`src/rtl/transition_scan_control.sv`:
```
// transition_scan_control
// Control stage feeding the downstream transition counter. It latches a data
// word, issues the counter load instruction, then walks adjacent bit pairs
// LSB-first and emits a count instruction for every 0->1 step it finds.
// A one-cycle done pulse marks the cycle in which the counter value is final.
//
// Optional build macro: TRANSITION_SCAN_ABORT_EN
//   When defined, an extra 'abort' input lets the scan be dropped from LOAD
//   or SCAN without a done pulse. Reset still wins over abort.

module transition_scan_control #(
  parameter int WIDTH    = 8,
  parameter int CNT_BITS = 4
) (
  input  logic                     clock,
  input  logic                     reset,
  input  logic                     start,
`ifdef TRANSITION_SCAN_ABORT_EN
  input  logic                     abort,
`endif
  input  logic [WIDTH-1:0]         data_in,
  output logic [2:0]               instruction,
  output logic                     busy,
  output logic                     done,
  output logic [$clog2(WIDTH)-1:0] bit_index
);

  localparam int IDX_W = $clog2(WIDTH);
  localparam logic [IDX_W-1:0] LAST_IDX = IDX_W'(WIDTH - 2);

  localparam logic [2:0] INSTR_NOP   = 3'b000;
  localparam logic [2:0] INSTR_TRANS = 3'b001;
  localparam logic [2:0] INSTR_LOAD  = 3'b100;

  // The counter must be able to hold the worst-case number of transitions.
  if (WIDTH < 2) begin : g_badWidth
    $error("transition_scan_control: WIDTH must be at least 2");
  end
  if ((64'd1 << CNT_BITS) <= 64'(WIDTH - 1)) begin : g_badCntBits
    $error("transition_scan_control: CNT_BITS too narrow for WIDTH");
  end

  typedef enum logic [1:0] {
    S_IDLE,
    S_LOAD,
    S_SCAN,
    S_DONE
  } state_t;

  state_t           r_state;
  logic [WIDTH-1:0] r_shift;
  logic [2:0]       r_instr;
  logic             r_busy;
  logic             r_done;
  logic [IDX_W-1:0] r_idx;

  logic             w_abort;
  logic             w_pairRise;

`ifdef TRANSITION_SCAN_ABORT_EN
  assign w_abort = abort;
`else
  assign w_abort = 1'b0;
`endif

  // The pair about to be emitted always sits in the two lowest shift bits.
  assign w_pairRise = (r_shift[1:0] == 2'b10);

  // Single FSM; every output is registered so it is decided one edge early.
  always_ff @(posedge clock) begin
    if (reset) begin
      r_state <= S_IDLE;
      r_shift <= '0;
      r_instr <= INSTR_NOP;
      r_busy  <= 1'b0;
      r_done  <= 1'b0;
      r_idx   <= '0;
    end else begin
      case (r_state)
        S_IDLE: begin
          r_instr <= INSTR_NOP;
          r_busy  <= 1'b0;
          r_done  <= 1'b0;
          r_idx   <= '0;
          if (start) begin
            r_shift <= data_in;
            r_state <= S_LOAD;
            r_instr <= INSTR_LOAD;
            r_busy  <= 1'b1;
          end
        end
        S_LOAD: begin
          if (w_abort) begin
            r_state <= S_IDLE;
            r_instr <= INSTR_NOP;
            r_busy  <= 1'b0;
            r_idx   <= '0;
          end else begin
            r_state <= S_SCAN;
            r_instr <= w_pairRise ? INSTR_TRANS : INSTR_NOP;
            r_shift <= r_shift >> 1;
            r_idx   <= '0;
          end
        end
        S_SCAN: begin
          if (w_abort) begin
            r_state <= S_IDLE;
            r_instr <= INSTR_NOP;
            r_busy  <= 1'b0;
            r_idx   <= '0;
          end else if (r_idx == LAST_IDX) begin
            r_state <= S_DONE;
            r_instr <= INSTR_NOP;
            r_busy  <= 1'b0;
            r_done  <= 1'b1;
            r_idx   <= '0;
          end else begin
            r_instr <= w_pairRise ? INSTR_TRANS : INSTR_NOP;
            r_shift <= r_shift >> 1;
            r_idx   <= r_idx + 1'b1;
          end
        end
        S_DONE: begin
          r_state <= S_IDLE;
          r_instr <= INSTR_NOP;
          r_busy  <= 1'b0;
          r_done  <= 1'b0;
          r_idx   <= '0;
        end
        default: begin
          r_state <= S_IDLE;
          r_instr <= INSTR_NOP;
          r_busy  <= 1'b0;
          r_done  <= 1'b0;
          r_idx   <= '0;
        end
      endcase
    end
  end

  assign instruction = r_instr;
  assign busy        = r_busy;
  assign done        = r_done;
  assign bit_index   = r_idx;

endmodule

```
`config.mk`:
```
export PLATFORM = sky130hd
export DESIGN_NAME = transition_scan_control
export DESIGN_NICKNAME = d
export VERILOG_FILES = /design/src/rtl/transition_scan_control.sv
export SDC_FILE = /design/constraint.sdc
export NUM_CORES = 1
export LEC_CHECK = 0
export CORE_ASPECT_RATIO = 0.6
export CORE_MARGIN = 2
export CORE_UTILIZATION = 25
export DETAILED_ROUTE_END_ITERATION = 16
export PLACE_DENSITY_LB_ADDON = 0.12
export SLEW_MARGIN = 5
export SYNTH_ARGS = -nofsm -noshare
export SYNTH_HDL_FRONTEND = slang
export SYNTH_SLANG_ARGS = --single-unit
```
`constraint.sdc`:
```
create_clock -name clock -period 2.72 [get_ports clock]
set_clock_uncertainty 0.2 [all_clocks]
set_input_delay 0.816 -clock clock [delete_from_list [all_inputs] [get_ports clock]]
set_output_delay 0.816 -clock clock [all_outputs]
set_load 0.01 [all_outputs]
```
# After elaboration in Yosys (flattened, before gate mapping)
# Cells that the tools add are included.
# word_totals
regBits,18
input_bits,11
out_inout_bits,8
wordCells,42
# op_classes
n_addsub,1
eq_ne,8
muxes,17
n_bitwise,1
reduce_logical,9
# ops
operator,count
$pmux W8 S3,1
$mux W8,2
$pmux W3 S4,1
$pmux W2 S4,1
$eq A2 B2 Y1 const B,3
$mux W3,2
$ne A2 B2 Y1 const B,3
$pmux W3 S2,1
$reduce_and A2 Y1,3
$mux W1,5
$mux W2,2
$add A3 B1 Y3 const B,1
$eq A3 B3 Y1 const B,1
$pmux W1 S3,1
$reduce_and A3 Y1,1
$reduce_bool A3 Y1,1
$reduce_or A3 Y1,1
$eq A2 B1 Y1 const B,1
$logic_not A2 Y1,1
$pmux W1 S2,1
$reduce_bool A2 Y1,1
$reduce_or A2 Y1,1
$not A1 Y1,1

# Depth between registers and ports, before layout
# Gate-level depths: netlist (run 1).
# depth
ltp_word,4
depth_mapped,6
mapped_depth_nobuf,5

# Worst setup path before layout (run 1)
# Ideal clock, no wire load.
# synth_path
kind,input-to-reg
startpoint,in start
endpoint,reg r_shift[0]
setup_time_ns,0.119
t_arrival_ns,1.355
required_ns,2.401
setup_slack_ns,1.046
stages,4
path_cell_list,nor2b_4 a311o_1 buf_6 mux2i_1
# synth_via
elab_chain_cells,2
# synth_rtl
item,line_no,text
"start, declared",17,"input logic start,"
$ne A2 B2 Y1 (no line),n/a,
$reduce_and A3 Y1 (no line),n/a,
"end signal, assigned",86,r_shift <= data_in;
"end signal, assigned",101,r_shift <= r_shift >> 1;
"end signal, assigned",119,r_shift <= r_shift >> 1;
"end, declared",51,logic [WIDTH-1:0] r_shift;
# Every way passes these cells.
# A chain may end at the register's enable or synchronous reset.

# Worst setup path after layout (run 1)
# layout_path
startpoint,"reg r_idx[2], in the netlist bit_index[2]"
endpoint,out bit_index[2]
# layout_rtl
item,line_no,text
"start, declared",55,logic [IDX_W-1:0] r_idx;
"start signal, assigned",120,r_idx <= r_idx + 1'b1;
"end, declared",25,output logic [$clog2(WIDTH)-1:0] bit_index
# No word-level cell between the ends.

==> results of run 1 <==
## state kept, by name, summed over array words and instances, names as in the netlist
register	count
r_shift	8
busy	1
bit_index	3
done	1
r_state	2
instruction	2
## worst reg2reg max path: stages, from the launching register on
cell	delay (ps)
dfxtp_1	390
inv_1	80
ha_1	570
mux2_2	390
nand2_1	70
mux2i_1	60
## synth_stat cells (2+ instances only)
library cell	number	share of area, %
ha_1	6	8.9
mux2_2	7	9.4
nand2_1	19	8.5
nor2_1	8	3.6
dfxtp_1	17	40
o21ai_0	2	1.2
inv_1	3	1.3
mux2i_1	9	11
a21oi_1	2	1.2
buf_2	2	1.2
## cell type report
class | instances | area, sq um | share of cell area (%)
clock buffer | 4 | 45.04 | 4.128
sequential | 17 | 340.3 | 31.19
multi-input combinational | 64 | 456.7 | 41.86
tap | 45 | 56.30 | 5.161
inverter | 4 | 15.01 | 1.376
timing repair buffer | 18 | 177.7 | 16.28
## metrics by stage
stage	power, mW	util [%]
finish	1.057	33.64
global route	1.150	33.64
global placement	0.8796	32.25
detailed placement	0.8810	32.25
CTS	1.074	33.64
floorplan	0.7648	-
## power by group through the flow
stage / combinational [mW] / clock [mW] / sequential (mW)
after floorplan: 0.383 / 0 / 0.381
after global placement: 0.497 / 0 / 0.382
after detailed placement: 0.497 / 0 / 0.384
after CTS: 0.498 / 0.196 / 0.380
after global routing: 0.552 / 0.207 / 0.391
final: 0.489 / 0.188 / 0.379
## worst max-delay path by stage
stage,from,to,slack (ps),cells past startpoint
2_1_floorplan,start,r_shift[0],1050,4
3_3_place_gp,start,r_shift[5],320,4
3_5_place_dp,start,r_shift[1],280,4
4_1_cts,bit_index[2],bit_index[2],430,1
5_1_grt,bit_index[2],bit_index[2],390,1
6_report,bit_index[2],bit_index[2],440,1
## cell families after synthesis
kind of cell               count (synthesis)
other                                      1
buffers and inverters                      8
AOI/OAI and AO/OA                          7
xor gates and xnor gates                   1
adders and majority gates                  6
and+or+nand+nor                           33
muxes                                     16
DFF                                       17
## routing by layer
layer / GRT usage (%) / wire [microns] / vias up
met5: 0 / 0 / -
met4: 2.586 / 22 / 0
met3: 4.630 / 86 / 2
met2: 12.25 / 622 / 14
met1: 14.16 / 904 / 275
li1: - / - / 329
## cell usage in the layout (no fill, tap or decap)
cell	Yosys	final
nand3b_1	1	1
xnor2_1	1	1
mux2_2	7	7
o221a_2	1	1
buf_4	1	1
clkinv_1	1	1
nand2_1	19	19
dfxtp_1	17	17
ha_1	6	6
a21oi_1	2	2
nor4bb_1	1	1
a311o_1	1	1
clkdlybuf4s50_1	0	17
clkbuf_8	0	3
o21ai_0	2	2
clkbuf_1	0	1
nor2b_4	1	1
nor2_1	8	8
conb_1	1	1
and3_2	1	1
a21boi_1	1	1
nand3_1	1	1
mux2i_1	9	9
inv_1	3	3
nand4_1	1	1
==> reports/results.tsv, run 1 <==
metric	value	unit
run status	complete, no violations	
ratio of cells with drive above 1 in the final layout	13.08	%
Post-Route WL	1636	microns
Residual DRC	0	
unrepaired setup endpoints after global routing	no	
main combinational cell family by area after synthesis	multiplexers	
register area share after synthesis	40.48	%
WP data required	1700	ps
FF-to-FF path depth	5	
critical path's top delay family	buffers and inverters	
Die Area	3858	sq um
placed insts	148	
Die Y	48.92	microns
fraction of synthesized area in multiplexers	20.09	%
CTS root buf	clkbuf_8	
DR vias	620	
count of non-filler cells in the finished layout	152	
Synth warnings	0	
relative slew slack	63.10	%
Clock transition at path regs	70	ps
max cap viols	0	
CTS sink cnt	17	
placed cell areas	1046	sq um
crit path cell chain	clkdlybuf4s50_1	
vias in the first global route	586	
largest net degree at the start of global routing	19	
Post-synth EDFFs	0	
Synth Area in XOR/XNOR	1.042	%
Logic pwr share	46.3	%
CTS buffer count	3	
initial core utilization	25.93	%
synthesized area	840.8	sq um
Clk pwr share	17.8	%
Max VDD drop	231.3	uV
Synth cell types	24	
Peak Freq	0.4383	GHz
I/O pin count	19	
first-pass GRT wire length	2842	microns
detailed placement HPWL	1182	microns
# Post-CTS Setup Buffers	0	
Core ar.	3243	sq um
worst hold start	r_shift[0]	
number of gates resized after cts	0	
Final nets	125	
final period utilization	83.89	%
CTS tree	yes	
Ant. Diodes	0	
Port Buf Inserts	17	
# fillers	353	
post-route cell area	1091	sq um
kind of path behind the tightest hold check	reg2reg	
syn avg cell area	9.447	sq um
Simple-Gate Fraction of Synth Area	18.01	%
critical path startpoint category	flip-flop	
hold-critical path depth	1	
wire per inst	10.76	microns
Synth Area in Compound Gates	5.804	%
CP max FO	6	
H-tree levels	1	
Slew Viols, Final	0	
Internal	691.8	uW
ys async rst share	0	%
Area Growth Syn to Fin	29.76	%
grt total ovfl	0	
Synth Instances	89	
GPL Wtd Cong	0.7144	
post-route minimum period	2282	ps
# setup viols final	0	
worst skew pair latency	250	ps
CP Capture Type	primary output	
Flop pwr share	35.9	%
DR pass1 iterations	4	
Buf+Inv Stages, Crit Path	1	
num rows	16	
clock tree buffer depth	2	
starting DRC count in detailed routing	22	
Reg2Reg Launch Point	r_state[0]	
critical path class	reg2out	
setup_tns	0	ps
worst hold slack	220.7	ps
Place WS	277.6	ps
vias per cell	4.079	
Final WS setup	438.3	ps
final hold violation count	0	
worst r2r dst	r_shift[6]	
Top FF cell, synth	dfxtp_1	
Worst Hold Path EP	instruction[0]	
area share of fa/ha/maj cells after synthesis	8.929	%
GRT Total Usage	9.634	%
Syn Nets	106	
Net Sw Frac	34.54	%
measured slew at the worst slew-check pin	553.5	ps
Post-CTS Hold Buffers	0	
#FFs+latches synth	17	
Switch Pwr	364.9	uW
CP max stage delay	580	ps
arrival time at the worst endpoint	1270	ps
critical path's slowest cell	clkdlybuf4s50_1	
post-route ant nets	0	
initial antenna violation count	0	
Die Wd	78.87	microns
Pwr Density	968.5	nW/um^2
leak pwr	0.4334	nW
flop-to-flop setup slack	830	ps
No activity file was read; power rests on OpenSTA's default activity.
==> inputs of run 2 (changes only) <==
Clock period 2.72 ns to 2.2 ns, I/O delays scaled along.
==> reports/results.tsv, run 2 (same netlist as run 1, synthesis figures left out) <==
metric	value	unit
Area Growth Syn to Fin	32.44	%
clock tree buffer depth	2	
first-pass GRT wire length	2704	microns
Die Y	48.92	microns
Largest register FFs	8	
DR vias	638	
run status	complete, no violations	
critical path's slowest cell	clkdlybuf4s50_1	
starting DRC count in detailed routing	44	
# fillers	349	
max cap viols	0	
Residual DRC	0	
CP max FO	6	
largest reg by FF count	r_shift	
initial core utilization	25.93	%
post-route ant nets	0	
register area	340.3	sq um
# setup viols final	0	
num rows	16	
largest net degree at the start of global routing	20	
Post-CTS Hold Buffers	0	
Post-Route WL	1643	microns
Clock transition at path regs	70	ps
most common cell after layout, fill and taps aside	nand2_1	
Peak Freq	0.4711	GHz
ratio of cells with drive above 1 in the final layout	15.45	%
worst hold start	r_shift[0]	
final period utilization	96.48	%
worst skew pair latency	250	ps
# Post-CTS Setup Buffers	0	
CTS buffer count	3	
CTS tree	yes	
CTS root buf	clkbuf_8	
CTS sink cnt	17	
post-route minimum period	2122	ps
Max VDD drop	304.9	uV
setup_tns	0	ps
GPL Wtd Cong	0.6988	
detailed placement HPWL	1205	microns
Pwr Density	1189	nW/um^2
kind of path behind the tightest hold check	reg2reg	
Port Buf Inserts	17	
Reg2Reg Launch Point	r_state[0]	
critical path's top delay family	buffers and inverters	
critical path startpoint category	flip-flop	
grt total ovfl	0	
final hold violation count	0	
Final Util	34.34	%
CP startpoint	bit_index[2]	
arrival time at the worst endpoint	1260	ps
leak pwr	0.4480	nW
Ant. Diodes	0	
Die Wd	78.87	microns
wire per inst	10.60	microns
crit path cell chain	clkdlybuf4s50_1	
Slew Viols, Final	0	
area taken by multi-input logic gates	456.7	sq um
Die Area	3858	sq um
DR pass1 iterations	4	
critical path class	reg2out	
CP max stage delay	580	ps
vias per cell	4.116	
Final nets	128	
CP Capture Type	primary output	
I/O pin count	19	
GRT Total Usage	9.277	%
number of gates resized after cts	0	
initial antenna violation count	0	
vias in the first global route	578	
WP data required	1340	ps
commonest cells after routing, fill and taps aside	nand2_1, dfxtp_1, clkdlybuf4s50_1, mux2i_1, nor2_1	
Buf+Inv Stages, Crit Path	1	
H-tree levels	1	
Core ar.	3243	sq um
unrepaired setup endpoints after global routing	no	
[run 2: cell count changes in the layout (fill, tap and decap cells not counted)]
cell and change:
buf_4 +3
[run 2: cell type report]
class,instances,share of cell area (%)
Tap cell,45,5.056
Inverter,4,1.348
Multi-Input combinational cell,64,41.01
Clock buffer,4,4.045
Sequential cell,17,30.56
Timing Repair Buffer,21,17.98
[run 2: worst paths after layout]
check | end | slack [ps] | cells after the start
worst min register to register | instruction[0] | 220 | 1
worst min-delay path | instruction[0] | 220 | 1
worst max-delay path | bit_index[2] | 80 | 1
worst max register to register | r_shift[6] | 330 | 5
[run 2: per-layer routing]
layer	part of all wire (%)	global-route usage (%)	vias to the layer above
li1	-	-	337
met1	56	13.01	286
met2	37	12.39	13
met3	5.7	4.630	2
met4	1.0	2.586	0
met5	0	0	-
[run 2: through the flow]
stage / power [mW] / area (sq um) / setup WS, ps / hold slack, ps / instances
6_report: 1.324 / 1114 / 77.51 / 220.5 / 155
5_1_grt: 1.438 / 1114 / 19.95 / 226.9 / 155
4_1_cts: 1.343 / 1114 / 68.78 / 220.8 / 155
3_5_place_dp: 1.101 / 1069 / 40.69 / 210.1 / 151
3_3_place_gp: 1.100 / 1069 / 58.89 / 221.4 / 151
2_1_floorplan: 0.9456 / 840.8 / 551.5 / 198.4 / 89
[run 2: where the power goes]
group          switching (mW)  internal, mW
Combinational           0.292         0.330
Sequential             0.0600         0.409
Clock                   0.106         0.128
